===== src/rtl/fetch_stage.sv =====
// fetch_stage: mini-rv instruction fetch with a one-outstanding imem port, stall hold buffer and redirect flush.
// Define FETCH_ALIGN_EN to force redirect targets to word alignment.
module fetch_stage #(
    parameter logic [31:0] RESET_PC  = 32'h0000_0000,
    parameter logic [31:0] NOP_INSTR = 32'h0000_0013
) (
    input  logic        clk,
    input  logic        rst,
    input  logic        stall,
    input  logic        ex_if_redirect,
    input  logic [31:0] ex_if_target,
    output logic        imem_req,
    output logic [31:0] imem_addr,
    input  logic        imem_rvalid,
    input  logic [31:0] imem_rdata,
    output logic [31:0] if_id_instr_data,
    output logic [31:0] if_id_pc,
    output logic        if_id_valid
);
    typedef enum logic [1:0] {ISSUE, WAIT, HOLD} state_t;
    state_t      state, state_n;
    logic [31:0] pc, pc_n, hold_data, hold_n, tgt, instr_n, ifpc_n;
    logic        kill, kill_n, valid_n, accept, load, in_flight;
`ifdef FETCH_ALIGN_EN
    assign tgt = {ex_if_target[31:2], 2'b00};
`else
    assign tgt = ex_if_target;
`endif
    assign imem_req  = (state == ISSUE) && !rst;
    assign imem_addr = pc;
    assign accept    = (state == WAIT) && imem_rvalid && !kill;
    assign load      = !ex_if_redirect && !stall && (accept || state == HOLD);
    // a redirect leaves a request in flight only if its response has not arrived yet
    assign in_flight = (state == ISSUE) || (state == WAIT && !imem_rvalid);
    always_comb begin
        state_n = state;
        kill_n  = kill;
        pc_n    = pc;
        hold_n  = hold_data;
        instr_n = if_id_instr_data;
        ifpc_n  = if_id_pc;
        valid_n = if_id_valid;
        if (ex_if_redirect) begin
            pc_n    = tgt;
            instr_n = NOP_INSTR;
            valid_n = 1'b0;
            kill_n  = in_flight;
            state_n = in_flight ? WAIT : ISSUE;
        end else begin
            if (load) begin
                instr_n = (state == HOLD) ? hold_data : imem_rdata;
                ifpc_n  = pc;
                valid_n = 1'b1;
                pc_n    = pc + 32'd4;
            end else if (!stall) begin
                instr_n = NOP_INSTR;
                valid_n = 1'b0;
            end
            case (state)
                ISSUE: state_n = WAIT;
                WAIT: if (imem_rvalid) begin
                    kill_n  = 1'b0;
                    hold_n  = (accept && stall) ? imem_rdata : hold_data;
                    state_n = (accept && stall) ? HOLD : ISSUE;
                end
                HOLD: state_n = stall ? HOLD : ISSUE;
                default: state_n = ISSUE;
            endcase
        end
    end
    always_ff @(posedge clk) begin
        if (rst) begin
            state            <= ISSUE;
            pc               <= RESET_PC;
            kill             <= 1'b0;
            hold_data        <= '0;
            if_id_instr_data <= NOP_INSTR;
            if_id_pc         <= '0;
            if_id_valid      <= 1'b0;
        end else begin
            state            <= state_n;
            pc               <= pc_n;
            kill             <= kill_n;
            hold_data        <= hold_n;
            if_id_instr_data <= instr_n;
            if_id_pc         <= ifpc_n;
            if_id_valid      <= valid_n;
        end
    end
endmodule


===== config.mk =====
export PLATFORM = sky130hd
export DESIGN_NAME = fetch_stage
export DESIGN_NICKNAME = d
export VERILOG_FILES = /design/src/rtl/fetch_stage.sv
export SDC_FILE = /design/constraint.sdc
export NUM_CORES = 1
export LEC_CHECK = 0
export BUFFER_PORTS_ARGS = -buffer_cell sky130_fd_sc_hd__buf_2
export CAP_MARGIN = 20
export CORE_ASPECT_RATIO = 0.6
export CORE_MARGIN = 4
export CORE_UTILIZATION = 45
export DETAILED_ROUTE_END_ITERATION = 10
export GPL_ROUTABILITY_DRIVEN = 0
export PLACE_DENSITY = 0.69
export SYNTH_ARGS = -nofsm -noshare
export SYNTH_HDL_FRONTEND = slang
export SYNTH_SLANG_ARGS = --single-unit

===== constraint.sdc =====
create_clock -name clk -period 2.9 [get_ports clk]
set_input_delay 0.145 -clock clk [delete_from_list [all_inputs] [get_ports clk]]
set_output_delay 0.145 -clock clk [all_outputs]
set_load 0.02 [all_outputs]

==> metrics.cfg <==
[run_status]
status = completed

[power]
p_total_mw = 4.59
power.switching_mw = 1.09
p_clk_share_pct = 50.0
p_leak_nw = 3.30
seqPwrFrac_pct = 41.9
p_comb_share_pct = 8.1
swShare_pct = 23.7
power-per-cell-area_mw_per_mm2 = 610
intPower_mw = 3.50
peakVddDrop_uv = 503

[synthesis]
postSynthCellCount = 617
yosysTopAreaCell = dfxtp_1
netlist_area_sq_mm = 0.00553
avgSynthCellArea_sq_um = 8.96
synth_flop_cell = dfxtp_1
seq_area_frac_synth_pct = 47.8
synth_cell_types = 48
synth_edf_count = 0
yosysWarnings = 0
synthArstFlopShare_pct = 0
netlist_top_cells_area = dfxtp_1 48%, mux2i_1 11%, nand2_1 8.1%, nor2_1 4.1%, a21oi_1 3.8%
synth_top_area_share_pct = 47.8
synth_nets = 687
synth-seq-cells = 132

[timing]
setup_viol = 0
slew_violations = 0
hold_viol = 0
worst_pin_slew_ns = 0.712
rsz0062_at_grt = false
slew_headroom_pct = 52.5
period_share_pct = 71.1
tns_ns = 0
max_freq_mhz = 485
fin_crit_ns = 2.06
finClkSkew_ns = 0.00902

[floorplan]
fp.dieH_um = 93.8
design.die.area_sq_mm = 0.0142
ios = 167
rows = 31
start_util_pct = 46.0
dieWidth_um = 151
core_sq_mm = 0.0120

[setup_path]
critPathRequiredTime_ns = 3.17
cp-start-kind = flop
crit_type = reg2reg
r2r_slack_ns = 0.84
cp-end-kind = flop
cp.arrival_ns = 2.33
worstPathMaxFanout = 32

[global_route]
first_global_vias = 4969
antenna_found_initial = 1
track_usage_pct = 22.0
grt_pass1_wl_um = 24700
grt-ovfl-total = 0
grt_max_degree = 69

[routing]
postRouteAntennaNets = 0
drc_errors = 0
drt_pass1_iterations = 7
wl_um = 15600
wl_per_cell_um = 15.8
vias_per_cell = 5.14
drtIter0Drc = 293
vias = 5097

[clock_tree]
postCtsSetupBuffers = 0
ctsHoldBuffers = 42
worstSkewPairLatency_ns = 0.41
clk_pin_slew_worst_paths_ns = 0.06
cts_buffers = 17
root_buffer = clkbuf_16
cts.path.max_buffers = 2
tritoncts = done
cts_num_sinks = 132
cts_max_level = 4
cts_resized = 0

[place]
hpwl_um = 10800
port_buffers = 166

[flow_run]
maxCapViolCount = 0

[layout]
final_nets = 884
final_cell_mix = 165 x buf_2, 132 x dfxtp_1, 119 x nand2_1, 63 x mux2i_1, 61 x nor2_1
area_growth_syn_to_layout_pct = 36.2
n_antenna_cell = 0
final_common_cell = buf_2
final_layout_size_suffix_gt1_share_pct = 27.3

[hold_path]
min_path_type = in2reg

Yosys cell counts, types with 2 or more instances:
| cell | count |
|---|---|
| a211oi_1 | 18 |
| nand3_1 | 13 |
| or3_1 | 2 |
| and4_1 | 3 |
| nor4_1 | 3 |
| mux2_2 | 3 |
| and2_1 | 2 |
| clkbuf_1 | 25 |
| xor2_1 | 14 |
| a2111oi_0 | 2 |
| nor4b_1 | 2 |
| o22a_1 | 3 |
| buf_2 | 7 |
| or2_2 | 2 |
| nand4_1 | 8 |
| nand2_1 | 119 |
| mux2i_1 | 63 |
| nor4_2 | 2 |
| xnor2_1 | 13 |
| buf_4 | 4 |
| a21oi_1 | 42 |
| nor3_1 | 3 |
| inv_1 | 4 |
| dfxtp_1 | 132 |
| a211oi_2 | 2 |
| o22ai_1 | 6 |
| o21ai_0 | 30 |
| buf_1 | 2 |
| nor2_1 | 61 |
| nor2b_1 | 2 |
| and3_1 | 8 |
cell families (layout without fill, tap and decap cells):
logic type / count (synthesis) / after routing / synth area share (%)
simple gates: 237 / 237 / 20.1
flops: 132 / 132 / 47.8
compound gates: 110 / 110 / 12.0
mux: 66 / 66 / 12.0
buf+inv: 44 / 254 / 3.55
xor+xnor: 27 / 27 / 4.28
fa+ha+maj: 1 / 1 / 0.226
worst max-delay path, cell delays in order (launching register included):
cell and delay, ns:
dfxtp_1 0.37, nand4bb_4 0.31, a21o_1 0.31, nor2_4 0.10, buf_4 0.49, mux2i_1 0.27
nor2_1 0.06
per-layer routing:
layer,GRT usage [%],routed length [um],vias up
met4,7.84,214,2
met5,0,20,-
met2,33.6,7020,166
li1,-,-,2532
met3,5.30,1090,18
met1,30.3,7290,2379
layout make-up:
cell class                      count  area [sq um]
Multi-Input combinational cell    441          2700
Timing Repair Buffer              217          1320
Clock buffer                       18           439
Sequential cell                   132          2640
Clock inverter                     14           200
Inverter                            5          18.8
Fill cell                        1042          4500
Tap cell                          165           206
final timing paths:
kind	endpoint	start	cells past startpoint
worst max-delay path	if_id_pc[14]	state[1]	6
worst min-delay path	imem_addr[13]	ex_if_target[13]	3
worst max register to register	if_id_pc[14]	state[1]	6
worst min register to register	if_id_instr_data[6]	if_id_instr_data[6]	2
stage by stage:
step | cells | utilization [%] | hold slack, ns | worst slack, ns | area, sq um
after floorplan | 617 | - | 0.249 | 1.06 | 5530
after global placement | 918 | 53.8 | 0.397 | 0.916 | 6470
after detailed placement | 918 | 53.8 | 0.405 | 0.837 | 6470
after CTS | 992 | 62.6 | 0.000369 | 0.833 | 7530
after global routing | 992 | 62.6 | 0.00283 | 0.673 | 7530
final | 992 | 62.6 | 0.0146 | 0.838 | 7530
power by group through the flow:
stage | registers (mW) | clock network [mW] | logic, mW
detailed placement | 1.96 | 0 | 0.325
CTS | 1.92 | 2.34 | 0.372
finish | 1.93 | 2.29 | 0.372
global placement | 1.96 | 0 | 0.320
floorplan | 1.99 | 0 | 0.153
global route | 1.93 | 2.43 | 0.403
state kept, by name (all words and copies together) (netlist names):
signal,count
hold_data,32
if_id_instr_data,32
if_id_pc,32
if_id_valid,1
imem_addr,32
kill,1
state,2
(Power assumes the default switching activity.)
